File: src/rtl/reg_wb_arbiter.sv
// Register-file write-port arbiter: ALU (A, priority) vs load unit (B, 2-entry FIFO) with a starvation guard.
// Optional read-operand forwarding from the output register when REG_WB_FWD_EN is defined.
module reg_wb_arbiter #(
  parameter int REG_DATA_WIDTH_POW = 6,
  parameter int REG_MEM_DEPTH_POW  = 5,
  parameter int STARVE_LIMIT       = 4
) (
  input  logic                                 clk_in,
  input  logic                                 rst_n_in,
  input  logic                                 a_valid_in,
  output logic                                 a_ready_out,
  input  logic [REG_MEM_DEPTH_POW-1:0]         a_rd_in,
  input  logic [(1 << REG_DATA_WIDTH_POW)-1:0] a_data_in,
  input  logic                                 b_valid_in,
  output logic                                 b_ready_out,
  input  logic [REG_MEM_DEPTH_POW-1:0]         b_rd_in,
  input  logic [(1 << REG_DATA_WIDTH_POW)-1:0] b_data_in,
  output logic [REG_MEM_DEPTH_POW-1:0]         rd_out,
  output logic [(1 << REG_DATA_WIDTH_POW)-1:0] data_write_out,
  output logic                                 write_en_out,
  output logic                                 busy_out
`ifdef REG_WB_FWD_EN
  ,
  input  logic [REG_MEM_DEPTH_POW-1:0]         rs1_in,
  input  logic [REG_MEM_DEPTH_POW-1:0]         rs2_in,
  output logic                                 fwd1_hit_out,
  output logic                                 fwd2_hit_out,
  output logic [(1 << REG_DATA_WIDTH_POW)-1:0] fwd1_data_out,
  output logic [(1 << REG_DATA_WIDTH_POW)-1:0] fwd2_data_out
`endif
);

  localparam int         REG_DATA_WIDTH = 1 << REG_DATA_WIDTH_POW;
  localparam logic [3:0] LIMIT          = 4'(STARVE_LIMIT);

  logic [REG_MEM_DEPTH_POW-1:0] fifo_rd   [2];
  logic [REG_DATA_WIDTH-1:0]    fifo_data [2];
  logic                         wr_ptr;
  logic                         rd_ptr;
  logic [1:0]                   count;
  logic [3:0]                   starve_cnt;

  logic                         fifo_nonempty;
  logic                         fifo_full;
  logic                         force_b;
  logic                         grant_a;
  logic                         grant_b;
  logic                         push;
  logic [REG_MEM_DEPTH_POW-1:0] win_rd;
  logic [REG_DATA_WIDTH-1:0]    win_data;

  always_comb begin
    fifo_nonempty = (count != 2'd0);
    fifo_full     = (count == 2'd2);
    force_b       = fifo_nonempty && (starve_cnt == LIMIT);
    // Readies are gated by reset so the producers see no handshake while it is held.
    grant_a       = rst_n_in && a_valid_in && !force_b;
    grant_b       = fifo_nonempty && !grant_a;
    b_ready_out   = rst_n_in && !fifo_full;
    a_ready_out   = grant_a;
    push          = b_valid_in && b_ready_out;
    if (grant_a) begin
      win_rd   = a_rd_in;
      win_data = a_data_in;
    end else begin
      win_rd   = fifo_rd[rd_ptr];
      win_data = fifo_data[rd_ptr];
    end
  end

  // FIFO storage needs no reset; occupancy is tracked by count.
  always_ff @(posedge clk_in) begin
    if (push) begin
      fifo_rd[wr_ptr]   <= b_rd_in;
      fifo_data[wr_ptr] <= b_data_in;
    end
  end

  always_ff @(posedge clk_in or negedge rst_n_in) begin
    if (!rst_n_in) begin
      wr_ptr     <= 1'b0;
      rd_ptr     <= 1'b0;
      count      <= 2'd0;
      starve_cnt <= '0;
    end else begin
      if (push)
        wr_ptr <= !wr_ptr;
      if (grant_b)
        rd_ptr <= !rd_ptr;
      count <= count + 2'(push) - 2'(grant_b);
      if (grant_b || !fifo_nonempty)
        starve_cnt <= '0;
      else if (grant_a && (starve_cnt != LIMIT))
        starve_cnt <= starve_cnt + 4'd1;
    end
  end

  always_ff @(posedge clk_in or negedge rst_n_in) begin
    if (!rst_n_in) begin
      rd_out         <= '0;
      data_write_out <= '0;
      write_en_out   <= 1'b0;
    end else if (grant_a || grant_b) begin
      rd_out         <= win_rd;
      data_write_out <= win_data;
      write_en_out   <= (win_rd != '0);
    end else begin
      write_en_out   <= 1'b0;
    end
  end

  assign busy_out = fifo_nonempty || write_en_out;

`ifdef REG_WB_FWD_EN
  always_comb begin
    fwd1_hit_out  = write_en_out && (rd_out == rs1_in) && (rs1_in != '0);
    fwd2_hit_out  = write_en_out && (rd_out == rs2_in) && (rs2_in != '0);
    fwd1_data_out = rst_n_in ? data_write_out : '0;
    fwd2_data_out = rst_n_in ? data_write_out : '0;
  end
`endif

endmodule

File: config.mk
export PLATFORM = sky130hd
export DESIGN_NAME = reg_wb_arbiter
export DESIGN_NICKNAME = d
export VERILOG_FILES = /design/src/rtl/reg_wb_arbiter.sv
export SDC_FILE = /design/constraint.sdc
export NUM_CORES = 1
export LEC_CHECK = 0
export BUFFER_PORTS_ARGS = -buffer_cell sky130_fd_sc_hd__buf_2
export CAP_MARGIN = 0
export CORE_MARGIN = 10
export CORE_UTILIZATION = 57
export DETAILED_ROUTE_END_ITERATION = 16
export GPL_ROUTABILITY_DRIVEN = 1
export HOLD_SLACK_MARGIN = 0.06
export PLACE_DENSITY = 0.84
export SLEW_MARGIN = 20
export SYNTH_ARGS = -nofsm -noshare
export SYNTH_HDL_FRONTEND = slang
export SYNTH_SLANG_ARGS = --single-unit
File: constraint.sdc
create_clock -name clk_in -period 9.65 [get_ports clk_in]
set_clock_uncertainty 0.2 [all_clocks]
set_input_delay 1.93 -clock clk_in [delete_from_list [all_inputs] [get_ports clk_in]]
set_output_delay 1.93 -clock clk_in [all_outputs]
set_load 0.02 [all_outputs]
Yosys cells after proc, flatten, opt, wreduce, memory -nomap -nowiden. Memory sizes are Yosys's and may differ from the RTL's. Index checks and enable logic that the tools add are counted. Widths: inputs -> output; s select.

Flip-flop bits (word level): 78. Latch bits: 0. RAM bits: 138. ROM bits: 0. Input port bits: 142. Output and inout port bits: 73. Word-level logic and storage cells: 41. Memories: 2.

$add $sub $neg: 3. $mul: 0. Divide/modulo/power cells: 0. Magnitude comparators: 0. Equality and inequality tests: 3. Shifts and indexed selects: 0. Muxes and demuxes: 7. Bitwise gates (word level): 0. Reduce and logical (&&, ||, !) cells: 19.

Memory list: fifo_data (depth 2, width 64, rd ports 1, clocked after memory_dff 0, wr ports 1, line 37) `logic [REG_DATA_WIDTH-1:0] fifo_data [2];`; fifo_rd (depth 2, width 5, rd ports 1, clocked after memory_dff 0, wr ports 1, line 36) `logic [REG_MEM_DEPTH_POW-1:0] fifo_rd [2];`.

Operators with widths (number): $mux 64 (1); $mux 4 (2); $logic_and 1x1->1 (7); $logic_not 1->1 (6); $mux 5 (1); $reduce_bool 5->1 (1); $add 4x1->4 const B (1); $eq 4x3->1 const B (1); $ne 4x3->1 const B (1); $reduce_bool 2->1 (2); $logic_or 1x1->1 (3); $mux 1 (3); $add 2x1->2 (1); $eq 2x2->1 const B (1); $sub 2x1->2 (1).

Logic depth before layout (Yosys ltp).
Depth in word-level cells: 8. Mapped depth: 12. Depth with buffers taken out: 10.

Worst setup path before layout. OpenSTA, ideal clock, no wires.

Path type: input to register. Start point: input port rst_n_in. End point: memory fifo_data[0][0] (netlist bit), enable pin. Setup time: 0.497 ns. Data arrival time: 5.682 ns. Required time: 8.953 ns. Setup slack: 3.271 ns. Stages: 3. Path buffers: 0. Cell sequence: a21boi_0 -> nand2_1 -> nor2_1.

Word-level cells in the longest chain between the ends: 4.

RTL lines: from (decl) (line 9) `input logic rst_n_in,`; $logic_and 1x1->1 (line 59) `b_ready_out = rst_n_in && !fifo_full;`; $logic_and 1x1->1 (line 61) `push = b_valid_in && b_ready_out;`; $mux 1 (line 73) `if (push) begin`; $mux 1 (not written as such) (line 75) `fifo_data[wr_ptr] <= b_data_in;`; to (decl) (line 37).

Every way passes these cells.

Worst setup path after layout.
Start point: input port rst_n_in. End point: output port a_ready_out.

Word-level cells in the longest chain between the ends: 2.

RTL lines: $logic_and 1x1->1 (2 in series) (line 57) `grant_a = rst_n_in && a_valid_in && !force_b;`; to (decl) (line 11) `output logic a_ready_out,`.

Every way passes these cells.

==> results by group <==
Status
  • Status: complete, no violations

Logic synthesis
  • Top cells by area, synth: edfxtp_1 (47%), dfrtp_1 (22%), mux2i_1 (7.9%)
  • Main synth FF type: edfxtp_1
  • Mean area per synthesized cell: around 13 um2
  • Yosys top cell area share: 47.1%
  • Synth Area in XOR/XNOR: less than 1%
  • Synth Area in Compound Gates: 11.2%
  • Mapped Cells: about 650
  • Yosys warnings: 0
  • Post-Synth Adder-Cell Area: 0.569%
  • Seq/Total Area, Yosys: ~69%
  • Post-synth ARST share: a little over a third
  • Mapped Area: 0.00880 mm2
  • Syn Nets: roughly 800
  • Synth area leader: edfxtp_1
  • Post-synth EDFFs: between 100 and 150
  • Post-Synth Simple-Gate Area: ~7.5%
  • Multiplexer area fraction after synthesis: under 10%
  • Largest family of logic cells by synthesized area: compound AO/OA/AOI/OAI gates
  • Synth Register Bits: 216
  • Post-synthesis cell type count: 36

Die
  • Die Width: 144 um
  • Die H: approximately 140 um
  • Core area: approximately 0.015 mm2
  • # IOs: 215
  • Die ar.: roughly 0.021 mm2
  • Initial Util: between 50% and 60%
  • Placement row count: 45

Setup path
  • Critical Path RT: 7.52 ns
  • CP bufs+invs: 3
  • Crit Path Class: in2out
  • Slowest-stage cell, CP: buf_4
  • Worst Path Arrival: ~4.0 ns
  • Largest stage delay, worst path: between 0.6 and 0.7 ns
  • Crit path launch type: input pin
  • Top delay family on crit path: buffers and inverters
  • Crit end category: output pin
  • Crit path cell chain: buf_4, nand2_1, a21oi_4, buf_4, buf_2
  • Cell mode on critical path: buf_4
  • Crit Path Max Fanout: between 60 and 70

Job
  • Maxcap violations: 0

Clocking
  • CTS root buffer: clkbuf_16
  • TritonCTS clock tree: done
  • Postcts setup bufs: 0
  • H-tree levels: 1
  • Reg clk slew, reported paths: 0.06 ns
  • CTS Buf Count: 22
  • Post-cts resize count: 0
  • Clock sink total: between 200 and 250
  • Clk Latency, worst-skew pair: between 0.4 and 0.5 ns
  • Clk buf depth: 3
  • CTS Hold Buffers Added: 0

Route
  • WL per Instance: 20.3 um
  • WL final: between 20 and 25 mm
  • Met3 Wirelength: between 1.5 and 2 mm
  • Vias: a little over 6000
  • Max Used Layer: met4
  • M1 WL: between 8 and 9 mm
  • Vias per cell: about 5.8
  • Drt pass-1 iters: 4
  • Met2 WL post-DR: between 10 and 15 mm
  • Residual DRC: 0
  • Antenna Nets Post-Route: 0
  • Detailed Route Iter0 Violations: between 400 and 500

Timing
  • Crit path time final: between 6 and 7 ns
  • Fmax: roughly 160 MHz
  • Final Hold Viols: 0
  • Final Cycle Share: about 64%
  • Tightest Pin Transition: just over 1 ns
  • Relative slew slack: about 31%
  • Worst hold slack: roughly 0.34 ns
  • Max Slew Vio Count: 0
  • Setup repair after global routing missed its margin: false
  • Final Setup Violations: 0
  • TNS Setup: 0 ns

Hold path
  • Hold Crit Class: reg2reg

GRT
  • Vias in the first global route: between 6000 and 7000
  • Global-route wire length before repair: roughly 34 mm
  • Largest net degree at the start of global routing: 70
  • Grt total ovfl: 0
  • Initial antenna violation count: 1
  • GRT Total Usage: between 20% and 30%

Cells and area
  • Layout cells sized above 1: between 30% and 40%
  • Non-filler cells, final: between 1000 and 1500
  • Final Core Density: 70.8%
  • Fillers: between 1000 and 1500
  • NumNets Final: around 1000
  • Area growth from synthesis to layout: 21.9%

Power and ir drop
  • Power density over cell area: about 310 mW/mm2
  • Peak supply drop: 0.206 mV
  • Leak: between 4 and 5 nW

Placement
  • Routability cong.: a little over 0.8
  • Placed cell count: roughly 1000
  • HPWL Detailed: ~14 mm
  • Port bufs: roughly 210
-- stage by stage --
step,setup slack (ns),total power (W),instance area (um2)
after global placement,3.58,0.00243,9960
after floorplan,3.27,0.00212,8800
after CTS,3.50,0.00333,10700
after detailed placement,3.53,0.00247,9960
after global routing,3.33,0.00350,10700
final,3.52,0.00331,10700
-- cell usage in the layout (no fill, tap or decap), drive strengths merged, types with 5 or more instances in the layout --
cell | synthesis | layout
dfrtp | 78 | 78
and3 | 7 | 7
mux2i | 69 | 69
o221ai | 64 | 64
clkbuf | 20 | 30
buf | 28 | 223
o31ai | 5 | 5
xnor2 | 5 | 5
clkinv | 0 | 6
nor2 | 73 | 73
nand2 | 71 | 71
edfxtp | 138 | 138
a21oi | 65 | 65
-- final timing paths --
check / from / end / slack, ns / cells after the start
worst max-delay path: rst_n_in / a_ready_out / 3.52 / 5
max in group asynchronous: rst_n_in / rd_ptr$_DFFE_PN0P_ / 6.98 / 2
worst min-delay path: starve_cnt[0]$_DFFE_PN0P_ / starve_cnt[0]$_DFFE_PN0P_ / 0.34 / 1
min in group asynchronous: rst_n_in / rd_out[0]$_DFFE_PN0P_ / 1.23 / 1
worst max register to register: count[1]$_DFF_PN0_ / count[1]$_DFF_PN0_ / 6.38 / 9
worst min register to register: starve_cnt[0]$_DFFE_PN0P_ / starve_cnt[0]$_DFFE_PN0P_ / 0.34 / 1
-- cells in the mapped netlist (2+ instances only) --
| master | n |
|---|---|
| o21ai_0 | 2 |
| o221ai_1 | 64 |
| buf_1 | 3 |
| dfrtp_1 | 78 |
| edfxtp_1 | 138 |
| or3_1 | 2 |
| a21oi_1 | 64 |
| nor2_1 | 72 |
| clkbuf_1 | 19 |
| mux2i_1 | 69 |
| xnor2_1 | 5 |
| nand2_1 | 71 |
| o31ai_1 | 5 |
| inv_1 | 4 |
| nor4_1 | 2 |
| o211ai_1 | 4 |
| buf_4 | 4 |
| buf_2 | 20 |
| and3_1 | 7 |
| ha_1 | 4 |
-- metal layers --
metal	vias to the layer above	track usage (%)
li1	2863	-
met1	2961	24.9
met2	260	35.1
met3	52	4.85
met4	0	6.97
met5	-	0
-- sequential cells by signal, indices dropped and copies added, names as in the netlist --
register,count
rd_ptr,1
starve_cnt,4
count,2
fifo_data,128
fifo_rd,10
data_write_out,64
rd_out,5
write_en_out,1
wr_ptr,1
-- cell type report --
class	count	area (um2)	share of cell area [%]
sequential	216	6100	56.9
multi-input combinational	385	2480	23.1
timing repair buffer	223	1150	10.8
clock buffer	30	622	5.80
tap	188	235	2.19
clock inverter	9	116	1.09
inverter	4	15.0	0.140
antenna	1	2.50	0.0233
-- power breakdown --
| group | leakage, nW | switching, W | total (W) | internal, W |
|---|---|---|---|---|
| registers | 2.21 | 0.000127 | 0.00135 | 0.00123 |
| logic | 1.93 | 0.000700 | 0.00110 | 0.000405 |
| clock network | 0.363 | 0.000326 | 0.000856 | 0.000529 |
-- logic make-up after synthesis --
logic type / Yosys count
mux: 70
fa+ha+maj: 4
compound gates: 142
flops: 216
simple gates: 163
xor+xnor: 6
buf+inv: 52
No activity file was read; power rests on OpenSTA's default activity.
